<file path="config.mk">
export PLATFORM = sky130hd
export DESIGN_NAME = seg_bus_arbiter_flat
export DESIGN_NICKNAME = d
export VERILOG_FILES = /design/src/rtl/seg_arb_pkg.sv /design/src/rtl/seg_bus_arbiter_if.sv /design/src/rtl/seg_bus_arbiter_phys_addr_gen.sv /design/src/rtl/seg_bus_arbiter.sv /design/src/flat_wrapper.sv
export SDC_FILE = /design/constraint.sdc
export NUM_CORES = 1
export LEC_CHECK = 0
export BUFFER_PORTS_ARGS = -buffer_cell sky130_fd_sc_hd__buf_4
export CELL_PAD_IN_SITES_DETAIL_PLACEMENT = 0
export CELL_PAD_IN_SITES_GLOBAL_PLACEMENT = 1
export CORE_MARGIN = 2
export CORE_UTILIZATION = 35
export CTS_BUF_LIST = sky130_fd_sc_hd__clkbuf_16
export CTS_CLUSTER_SIZE = 16
export DETAILED_ROUTE_END_ITERATION = 7
export PLACE_DENSITY = 0.84
export SYNTH_ARGS = -nofsm -noshare
export SYNTH_HDL_FRONTEND = slang
export SYNTH_HIERARCHICAL = 1
export SYNTH_SLANG_ARGS = --single-unit
</file>
<file path="constraint.sdc">
create_clock -name CLK -period 6.13 [get_ports CLK]
set_input_delay 0.9195 -clock CLK [delete_from_list [all_inputs] [get_ports CLK]]
set_output_delay 0.9195 -clock CLK [all_outputs]
set_load 0.02 [all_outputs]
</file>
<file path="src/rtl/seg_arb_pkg.sv">
// Shared encodings for the segment bus arbiter: segment codes,
// FSM states and grant bit positions.
package seg_arb_pkg;

    localparam logic [1:0] SEG_ES = 2'b00;
    localparam logic [1:0] SEG_CS = 2'b01;
    localparam logic [1:0] SEG_SS = 2'b10;
    localparam logic [1:0] SEG_DS = 2'b11;

    typedef enum logic [1:0] {
        IDLE  = 2'b00,
        ISSUE = 2'b01,
        DONE  = 2'b10
    } state_t;

    localparam int GNT_FETCH = 0;
    localparam int GNT_STK   = 1;
    localparam int GNT_DAT   = 2;

endpackage

</file>
<file path="src/rtl/seg_bus_arbiter_if.sv">
// Bus-cycle side of the arbiter: address/request out, ack back,
// plus the grant, segment-used and done status bundle.
interface seg_bus_if;

    logic        bus_req;
    logic [19:0] bus_addr;
    logic        bus_ack;
    logic [2:0]  grant;
    logic [1:0]  seg_used;
    logic [2:0]  done;

    modport master (
        output bus_req,
        output bus_addr,
        output grant,
        output seg_used,
        output done,
        input  bus_ack
    );

    modport slave (
        input  bus_req,
        input  bus_addr,
        input  grant,
        input  seg_used,
        input  done,
        output bus_ack
    );

endinterface

</file>
<file path="src/rtl/seg_bus_arbiter_phys_addr_gen.sv">
// Real-mode physical address: {seg,4'h0} + {4'h0,ofs}, wrapped to 20 bits.
// Purely combinational so the effective-address unit can reuse it.
module phys_addr_gen (
    input  logic [15:0] seg,
    input  logic [15:0] ofs,
    output logic [19:0] addr
);

    // A 20-bit sum drops the carry out of bit 19, giving the 1 MB wrap.
    assign addr = {seg, 4'h0} + {4'h0, ofs};

endmodule

</file>
<file path="src/rtl/seg_bus_arbiter.sv">
// Arbitrates prefetch, stack and EU data onto one bus address path.
// Define SEG_ARB_STARVE_GUARD_EN to let a starved fetch jump the queue.
module seg_bus_arbiter
    import seg_arb_pkg::*;
#(
    parameter int STARVE_LIMIT = 4
) (
    input  logic          CLK,
    input  logic          RST,
    input  logic [15:0]   seg_cs,
    input  logic [15:0]   seg_ds,
    input  logic [15:0]   seg_ss,
    input  logic [15:0]   seg_es,
    input  logic          fetch_req,
    input  logic [15:0]   fetch_ofs,
    input  logic          stk_req,
    input  logic [15:0]   stk_ofs,
    input  logic          dat_req,
    input  logic [15:0]   dat_ofs,
    input  logic [1:0]    dat_seg,
    input  logic          ovr_set,
    input  logic [1:0]    ovr_seg,
    seg_bus_if.master     bus
);

    if (STARVE_LIMIT < 1 || STARVE_LIMIT > 15) begin : g_bad_limit
        $error("STARVE_LIMIT must be 1..15");
    end

    state_t      state;
    state_t      nxt;
    logic        ovr_pend;
    logic [1:0]  ovr_reg;
    logic [2:0]  gnt_q;
    logic [19:0] addr_q;
    logic [1:0]  used_q;

    logic        any_req;
    logic        grab;
    logic        fetch_first;
    logic [2:0]  win;
    logic [1:0]  dat_eff;
    logic [1:0]  sel;
    logic [15:0] sel_seg;
    logic [15:0] sel_ofs;
    logic [19:0] sel_addr;

    assign any_req = fetch_req | stk_req | dat_req;
    assign grab    = (state == IDLE) && any_req;

`ifdef SEG_ARB_STARVE_GUARD_EN
    logic [3:0] starve_cnt;

    assign fetch_first = fetch_req && (starve_cnt == 4'(STARVE_LIMIT));

    always_ff @(posedge CLK or posedge RST) begin
        if (RST) begin
            starve_cnt <= '0;
        end else if (grab) begin
            if (win[GNT_FETCH] || !fetch_req)
                starve_cnt <= '0;
            else
                starve_cnt <= starve_cnt + 4'd1;
        end
    end
`else
    assign fetch_first = 1'b0;
`endif

    // Requests overlap, so this decoder is priority-ordered.
    always_comb begin
        win = '0;
        priority case (1'b1)
            fetch_first: win[GNT_FETCH] = 1'b1;
            stk_req:     win[GNT_STK]   = 1'b1;
            dat_req:     win[GNT_DAT]   = 1'b1;
            fetch_req:   win[GNT_FETCH] = 1'b1;
            default:     win = '0;
        endcase
    end

    // A prefix decoded in the grant cycle is bypassed straight in.
    always_comb begin
        dat_eff = dat_seg;
        if (ovr_set)
            dat_eff = ovr_seg;
        else if (ovr_pend)
            dat_eff = ovr_reg;
    end

    always_comb begin
        sel     = dat_eff;
        sel_ofs = dat_ofs;
        if (win[GNT_FETCH]) begin
            sel     = SEG_CS;
            sel_ofs = fetch_ofs;
        end else if (win[GNT_STK]) begin
            sel     = SEG_SS;
            sel_ofs = stk_ofs;
        end
    end

    always_comb begin
        sel_seg = seg_ds;
        unique case (sel)
            SEG_ES: sel_seg = seg_es;
            SEG_CS: sel_seg = seg_cs;
            SEG_SS: sel_seg = seg_ss;
            SEG_DS: sel_seg = seg_ds;
        endcase
    end

    phys_addr_gen u_pag (
        .seg  (sel_seg),
        .ofs  (sel_ofs),
        .addr (sel_addr)
    );

    always_ff @(posedge CLK or posedge RST) begin
        if (RST)
            state <= IDLE;
        else
            state <= nxt;
    end

    always_comb begin
        nxt = state;
        unique case (state)
            IDLE:    if (any_req) nxt = ISSUE;
            ISSUE:   if (bus.bus_ack) nxt = DONE;
            DONE:    nxt = IDLE;
            default: nxt = IDLE;
        endcase
    end

    always_ff @(posedge CLK or posedge RST) begin
        if (RST) begin
            gnt_q  <= '0;
            addr_q <= '0;
            used_q <= '0;
        end else if (grab) begin
            gnt_q  <= win;
            addr_q <= sel_addr;
            used_q <= sel;
        end else if (state == DONE) begin
            gnt_q  <= '0;
        end
    end

    always_ff @(posedge CLK or posedge RST) begin
        if (RST) begin
            ovr_pend <= 1'b0;
            ovr_reg  <= '0;
        end else begin
            if (ovr_set)
                ovr_reg <= ovr_seg;
            if (grab && win[GNT_DAT])
                ovr_pend <= 1'b0;
            else if (ovr_set)
                ovr_pend <= 1'b1;
        end
    end

    assign bus.bus_req  = (state == ISSUE);
    assign bus.bus_addr = addr_q;
    assign bus.grant    = gnt_q;
    assign bus.seg_used = used_q;
    assign bus.done     = (state == DONE) ? gnt_q : 3'b000;

endmodule

</file>
<file path="src/flat_wrapper.sv">
// flat-port wrapper written by rule: the top's interface ports become plain ports
module seg_bus_arbiter_flat import seg_arb_pkg::*;
#(
    parameter int STARVE_LIMIT = 4
)
  (CLK, RST, seg_cs, seg_ds, seg_ss, seg_es, fetch_req, fetch_ofs, stk_req, stk_ofs, dat_req, dat_ofs, dat_seg, ovr_set, ovr_seg, bus_bus_req, bus_bus_addr, bus_grant, bus_seg_used, bus_done, bus_bus_ack);
  seg_bus_if bus_i ();
  input  logic CLK;
  input  logic RST;
  input  logic [15:0] seg_cs;
  input  logic [15:0] seg_ds;
  input  logic [15:0] seg_ss;
  input  logic [15:0] seg_es;
  input  logic fetch_req;
  input  logic [15:0] fetch_ofs;
  input  logic stk_req;
  input  logic [15:0] stk_ofs;
  input  logic dat_req;
  input  logic [15:0] dat_ofs;
  input  logic [1:0] dat_seg;
  input  logic ovr_set;
  input  logic [1:0] ovr_seg;
  output wire logic [$bits(bus_i.bus_req)-1:0] bus_bus_req;
  output wire logic [$bits(bus_i.bus_addr)-1:0] bus_bus_addr;
  output wire logic [$bits(bus_i.grant)-1:0] bus_grant;
  output wire logic [$bits(bus_i.seg_used)-1:0] bus_seg_used;
  output wire logic [$bits(bus_i.done)-1:0] bus_done;
  input wire logic [$bits(bus_i.bus_ack)-1:0] bus_bus_ack;
  assign bus_bus_req = bus_i.bus_req;
  assign bus_bus_addr = bus_i.bus_addr;
  assign bus_grant = bus_i.grant;
  assign bus_seg_used = bus_i.seg_used;
  assign bus_done = bus_i.done;
  assign bus_i.bus_ack = bus_bus_ack;
  seg_bus_arbiter #(.STARVE_LIMIT(STARVE_LIMIT)) u_core (.CLK(CLK), .RST(RST), .seg_cs(seg_cs), .seg_ds(seg_ds), .seg_ss(seg_ss), .seg_es(seg_es), .fetch_req(fetch_req), .fetch_ofs(fetch_ofs), .stk_req(stk_req), .stk_ofs(stk_ofs), .dat_req(dat_req), .dat_ofs(dat_ofs), .dat_seg(dat_seg), .ovr_set(ovr_set), .ovr_seg(ovr_seg), .bus(bus_i));
endmodule
</file>
Yosys cells after proc, flatten, opt, wreduce, memory -nomap -nowiden:

Cells that the tools add are included.

* register bits after elaboration: 30
* output and inout bits: 29

* bitwise logic cells: 2
* eq/ne operators: 7
* reduce and logical (&&, ||, !) cells: 7
* muxes and demuxes: 21
* $add $sub $neg: 1

Operators with widths (count)
* case mux 16 bit (4 select lines): 1
* two-way mux 16 bit: 2
* adder 20 x 16 -> 20 bit: 1
* two-way mux 2 bit: 6
* two-way mux 3 bit: 3
* two-way mux 1 bit: 8
* == test 2 bit, second input constant: 3
* == test 2 x 1 -> 1 bit, second input constant: 2
* logical NOT 2 bit: 2
* inequality test 2 x 1 -> 1 bit, second input constant: 2
* case mux 2 bit (2 select lines): 1
* nonzero test 2 bit: 2
* logical AND 1 bit: 2
* bitwise OR 1 bit: 2
* AND reduction 2 bit: 1

Logic depth before layout (Yosys ltp):

* word-level depth: 7
* gate-level depth with buffers: 13

Cells and area by module:

Netlist, hierarchy kept.

Modules (own cells, without submodules)
* seg_bus_arbiter: sequential area each 750.7 sq um, times used 1, cells an instance 219, area each 2138.3 sq um
* phys_addr_gen: sequential area each 0.0 sq um, times used 1, cells an instance 110, area each 838.3 sq um

Worst setup path before layout:

Ideal clock, no wire load.

* path kind: input -> register
* start: input dat_seg[1]
* end: register u_core.addr_q[14] (netlist: u_core/bus.bus_addr[14])
* data required time: 6005 ps
* slack: 2195 ps
* stages: 12
* arrival: 3810 ps
* cell sequence: mux2_4 > mux2_4 > nor4_4 > buf_4 > a222oi_1 > ha_1 > fa_1 > a21o_1 > a221oi_4 > o21ai_0 > xor2_1 > mux2_2

* cells in the longest elaborated chain, start to end: 7
* elaborated cells on any way between the ends: 10
* classes of those cells: add/sub (1); eq/ne (3); mux (5); reduce/logical (1)

RTL lines
* start, declared: RTL line flat_wrapper.sv:20 `input logic [1:0] dat_seg;`
* two-way mux 2 bit (*): RTL line seg_bus_arbiter.sv:87 `else if (ovr_pend)`
* two-way mux 2 bit (*): RTL line seg_bus_arbiter.sv:85 `if (ovr_set)`
* two-way mux 2 bit (*): RTL line seg_bus_arbiter.sv:97 `end else if (win[GNT_STK]) begin`
* two-way mux 2 bit (*): RTL line seg_bus_arbiter.sv:94 `if (win[GNT_FETCH]) begin`
* == test 2 bit (tied with other cells): RTL line seg_bus_arbiter.sv:105 `unique case (sel)`
* case mux 16 bit (4 select lines) (*): RTL line seg_bus_arbiter.sv:105
* named net u_core.sel_seg[0]: RTL line seg_bus_arbiter.sv:44 `logic [15:0] sel_seg;`
* adder 20 x 16 -> 20 bit (*): RTL line seg_bus_arbiter_phys_addr_gen.sv:10 `assign addr = {seg, 4'h0} + {4'h0, ofs};`
* named net u_core.sel_addr[14]: RTL line seg_bus_arbiter.sv:46 `logic [19:0] sel_addr;`
* end signal, assigned: RTL line seg_bus_arbiter.sv:143 `addr_q <= sel_addr;`
* end, declared: RTL line seg_bus_arbiter.sv:35 `logic [19:0] addr_q;`

The timed path passes the listed nets; every way through them passes the cells marked *.
A chain may end at the register's enable or synchronous reset.

Final worst setup path:

* start: input dat_seg[0]
* end: register u_core.addr_q[14] (netlist: u_core/bus.bus_addr[14])

The elaborated chain is that of the path after synthesis.

==> impl_metrics.toml <==
[clocking]
path_clk_slew_ns = 0.05
cts_hold_buf = 0
clk_latency_ns = 0.27
cts_setup_buffers = 0
cts_buffers = 5
cts_sinks = 30
cts_resized = 0
cts.path.max_buffers = 2
cts_tree = "yes"
htreeDepth = 2
cts-root-buf = "clkbuf_16"

[place]
place_area_um2 = 4110
gp_congestion = 0.838
hpwl_um = 7440
portBuffers = 151
place_ws_ns = 1.52

[die]
rows = 33
start_util_pct = 36.2
die_x_um = 96.2
ioPinCount = 152
dieArea_um2 = 9260
core_region_area_um2 = 8220
die_height_um = 96.2

[hold_path]
hold_end = "u_core/bus.seg_used[0]"
hold_start = "u_core/bus.seg_used[0]"
min_path_type = "reg2reg"
holdPathStages = 2

[yosys]
ys_seq_area_share_pct = 25.2
syn_area_um2 = 2980
ys_ff_latch = 30
synth-simple-area-share_pct = 13.6
synth_flop_cell = "dfrtp_1"
synth_top_family_by_area = "compound AO/OA/AOI/OAI gates"
synth_edf_count = 0
synthesis.instances = 329
synthArstFlopShare_pct = 100
synth_compound_area_share_pct = 21.3
synthDistinctLibCells = 55
yosys.area_share.adder_pct = 5.72
avgSynthCellArea_um2 = 9.05
yosys.area_share.xor_xnor_pct = 2.65
yosysWarnings = 6
syn-num-nets = 465
synth_mux_area_share_pct = 20.8

[run_status]
status = "finished, final reports clean"

[timing]
hold_ws_ns = 0.497
finalMaxSlewViolations = 0
finalCriticalPeriod_ns = 4.34
max_slew_margin_pct = 25.3
post-route-period-util_pct = 70.8
setup-violations-final = 0
max_freq_ghz = 0.231
skew_ns = 0.00378
worst_slew_pin_slew_ns = 1.12
worst_slack_ns = 1.79
final_hold_viol_count = 0
rsz0062_at_grt = "false"
finalSetupTns_ns = 0

[worst_setup_path]
crit_path_start_kind = "primary input"
path_common_cell = "buf_4"
worst-path-max-fanout = 18
worstSetupEndpointType = "flop"
r2r-end = "u_core/bus.bus_addr[14]"
r2r_slack_ns = 2.05
r2r-start = "u_core/ovr_pend"
worstPathCellList = "buf_4 > mux2i_1 > a211oi_4 > buf_4 > nor4_4 > a222oi_1 > ha_1 > fa_1 > a21o_1 > a221oi_4 > o21ai_0 > xor2_1 > mux2_2"
cp_slowest_cell = "nor4_4"
crit_start = "dat_seg[0]"
r2r.worst_path.cells = 12
arrival_ns = 4.49
crit_type = "in2reg"
max_stage_delay_ns = 0.67
required_ns = 6.28

[global_routing]
grt_overflow_total = 0
antenna_found_initial = 0
grt_usage_pct = 19.6
grt_max_degree = 31
grt_pass1_vias = 2939
grt_pass1_wl_um = 14100

[power_and_ir_drop]
p_leak_nw = 2.09
cellPowerDensity_nw_per_um2 = 329
peakVddDrop_v = 0.000236

[layout]
fin_area_um2 = 4250
final_nets = 604
drive_above_1_share_pct = 42.4
area_delta_synth_final_pct = 42.8
utilization_pct = 51.7
antenna_cells = 0
largest_reg_flops = 20

[drt]
routed_via_density = 5.27
drc = 0
wl_per_cell_um = 15.9
wirelength_um = 9110
num_vias = 3024
ant_nets = 0
drtPass1Iterations = 6
drt_iter0_markers = 189

[job]
max_cap_viol_count = 0
[critical path: cells and delay by family]
kind            cells  cell delay [ns]
fa+ha+maj           2             0.73
mux                 2             0.52
simple gates        1             0.67
buf+inv             2             0.36
compound gates      5             1.10
xor+xnor            1             0.16
[cell usage after synthesis (2+ instances only)]
master	instances	area [µm²]
buf_4	6	45.0
o2111a_1	2	22.5
xnor2_1	6	52.6
nor2b_1	4	25.0
a21oi_4	2	32.5
nor2_1	8	30.0
o21ai_0	23	115
nor3b_1	3	22.5
mux2_4	2	30.0
a211oi_1	2	15.0
mux2i_1	33	330
nand2_1	26	97.6
or3_1	5	31.3
xor2_1	3	26.3
nand4_1	3	18.8
nand2b_1	3	18.8
nor3_1	4	20.0
a222oi_1	16	160
a21oi_2	2	17.5
nand3_1	6	30.0
buf_6	3	33.8
clkbuf_1	4	15.0
a21oi_1	14	70.1
buf_2	7	35.0
o211ai_1	2	15.0
mux2_2	23	259
o2111ai_1	3	26.3
inv_1	41	154
ha_1	12	150
dfrtp_1	30	751
and2_1	4	25.0
a21o_1	4	30.0
[logic make-up (layout without fill, tap and decap cells)]
group,count (synthesis),after routing
compound gates,82,82
xor+xnor,9,9
fa+ha+maj,13,13
buf+inv,63,203
flops,30,30
mux,58,58
simple gates,74,74
[report_power, final]
| group | switching, W | leakage (nW) | total (W) | internal (W) |
|---|---|---|---|---|
| logic | 0.000424 | 1.67 | 0.000824 | 0.000400 |
| registers | 0.0000537 | 0.352 | 0.000345 | 0.000291 |
| clock network | 0.0000826 | 0.0724 | 0.000229 | 0.000146 |
[through the flow]
step	instances	power, W
floorplan	329	0.000892
global route	574	0.00150
CTS	574	0.00141
global placement	566	0.00116
finish	574	0.00140
detailed placement	566	0.00118
[how the worst max path moves through the flow]
| stage | cells past startpoint | end |
|---|---|---|
| 5_1_grt | 13 | u_core/bus.bus_addr[14] |
| 3_5_place_dp | 13 | u_core/bus.bus_addr[14] |
| 3_3_place_gp | 13 | u_core/bus.bus_addr[14] |
| 6_report | 13 | u_core/bus.bus_addr[14] |
| 4_1_cts | 13 | u_core/bus.bus_addr[14] |
| 2_1_floorplan | 12 | u_core/bus.bus_addr[14] |
[layout by cell type (no fill, tap or decap), drive strengths merged, types with 8 or more instances in the layout]
master | netlist | final
dfrtp | 30 | 30
o21ai | 24 | 24
inv | 41 | 42
nand2 | 26 | 26
a21oi | 18 | 18
mux2 | 25 | 25
a222oi | 16 | 16
mux2i | 33 | 33
ha | 12 | 12
nor2 | 8 | 8
buf | 18 | 154
[final cells by class]
cell class	count	area [µm²]
timing repair buffer	154	1160
clock inverter	3	12.5
fill	795	3970
clock buffer	5	125
inverter	41	154
sequential	30	751
tap	105	131
multi-input combinational	236	1920
[routing by layer]
layer | vias up | global-route usage (%) | wire, µm | share of wire [%]
met5 | - | 0 | 0 | 0
met4 | 0 | 4.88 | 126 | 1.4
met3 | 12 | 3.13 | 440 | 4.8
met2 | 81 | 35.8 | 4820 | 53
met1 | 1459 | 23.8 | 3730 | 41
li1 | 1472 | - | - | -
Power figures use the tool's default switching activity.
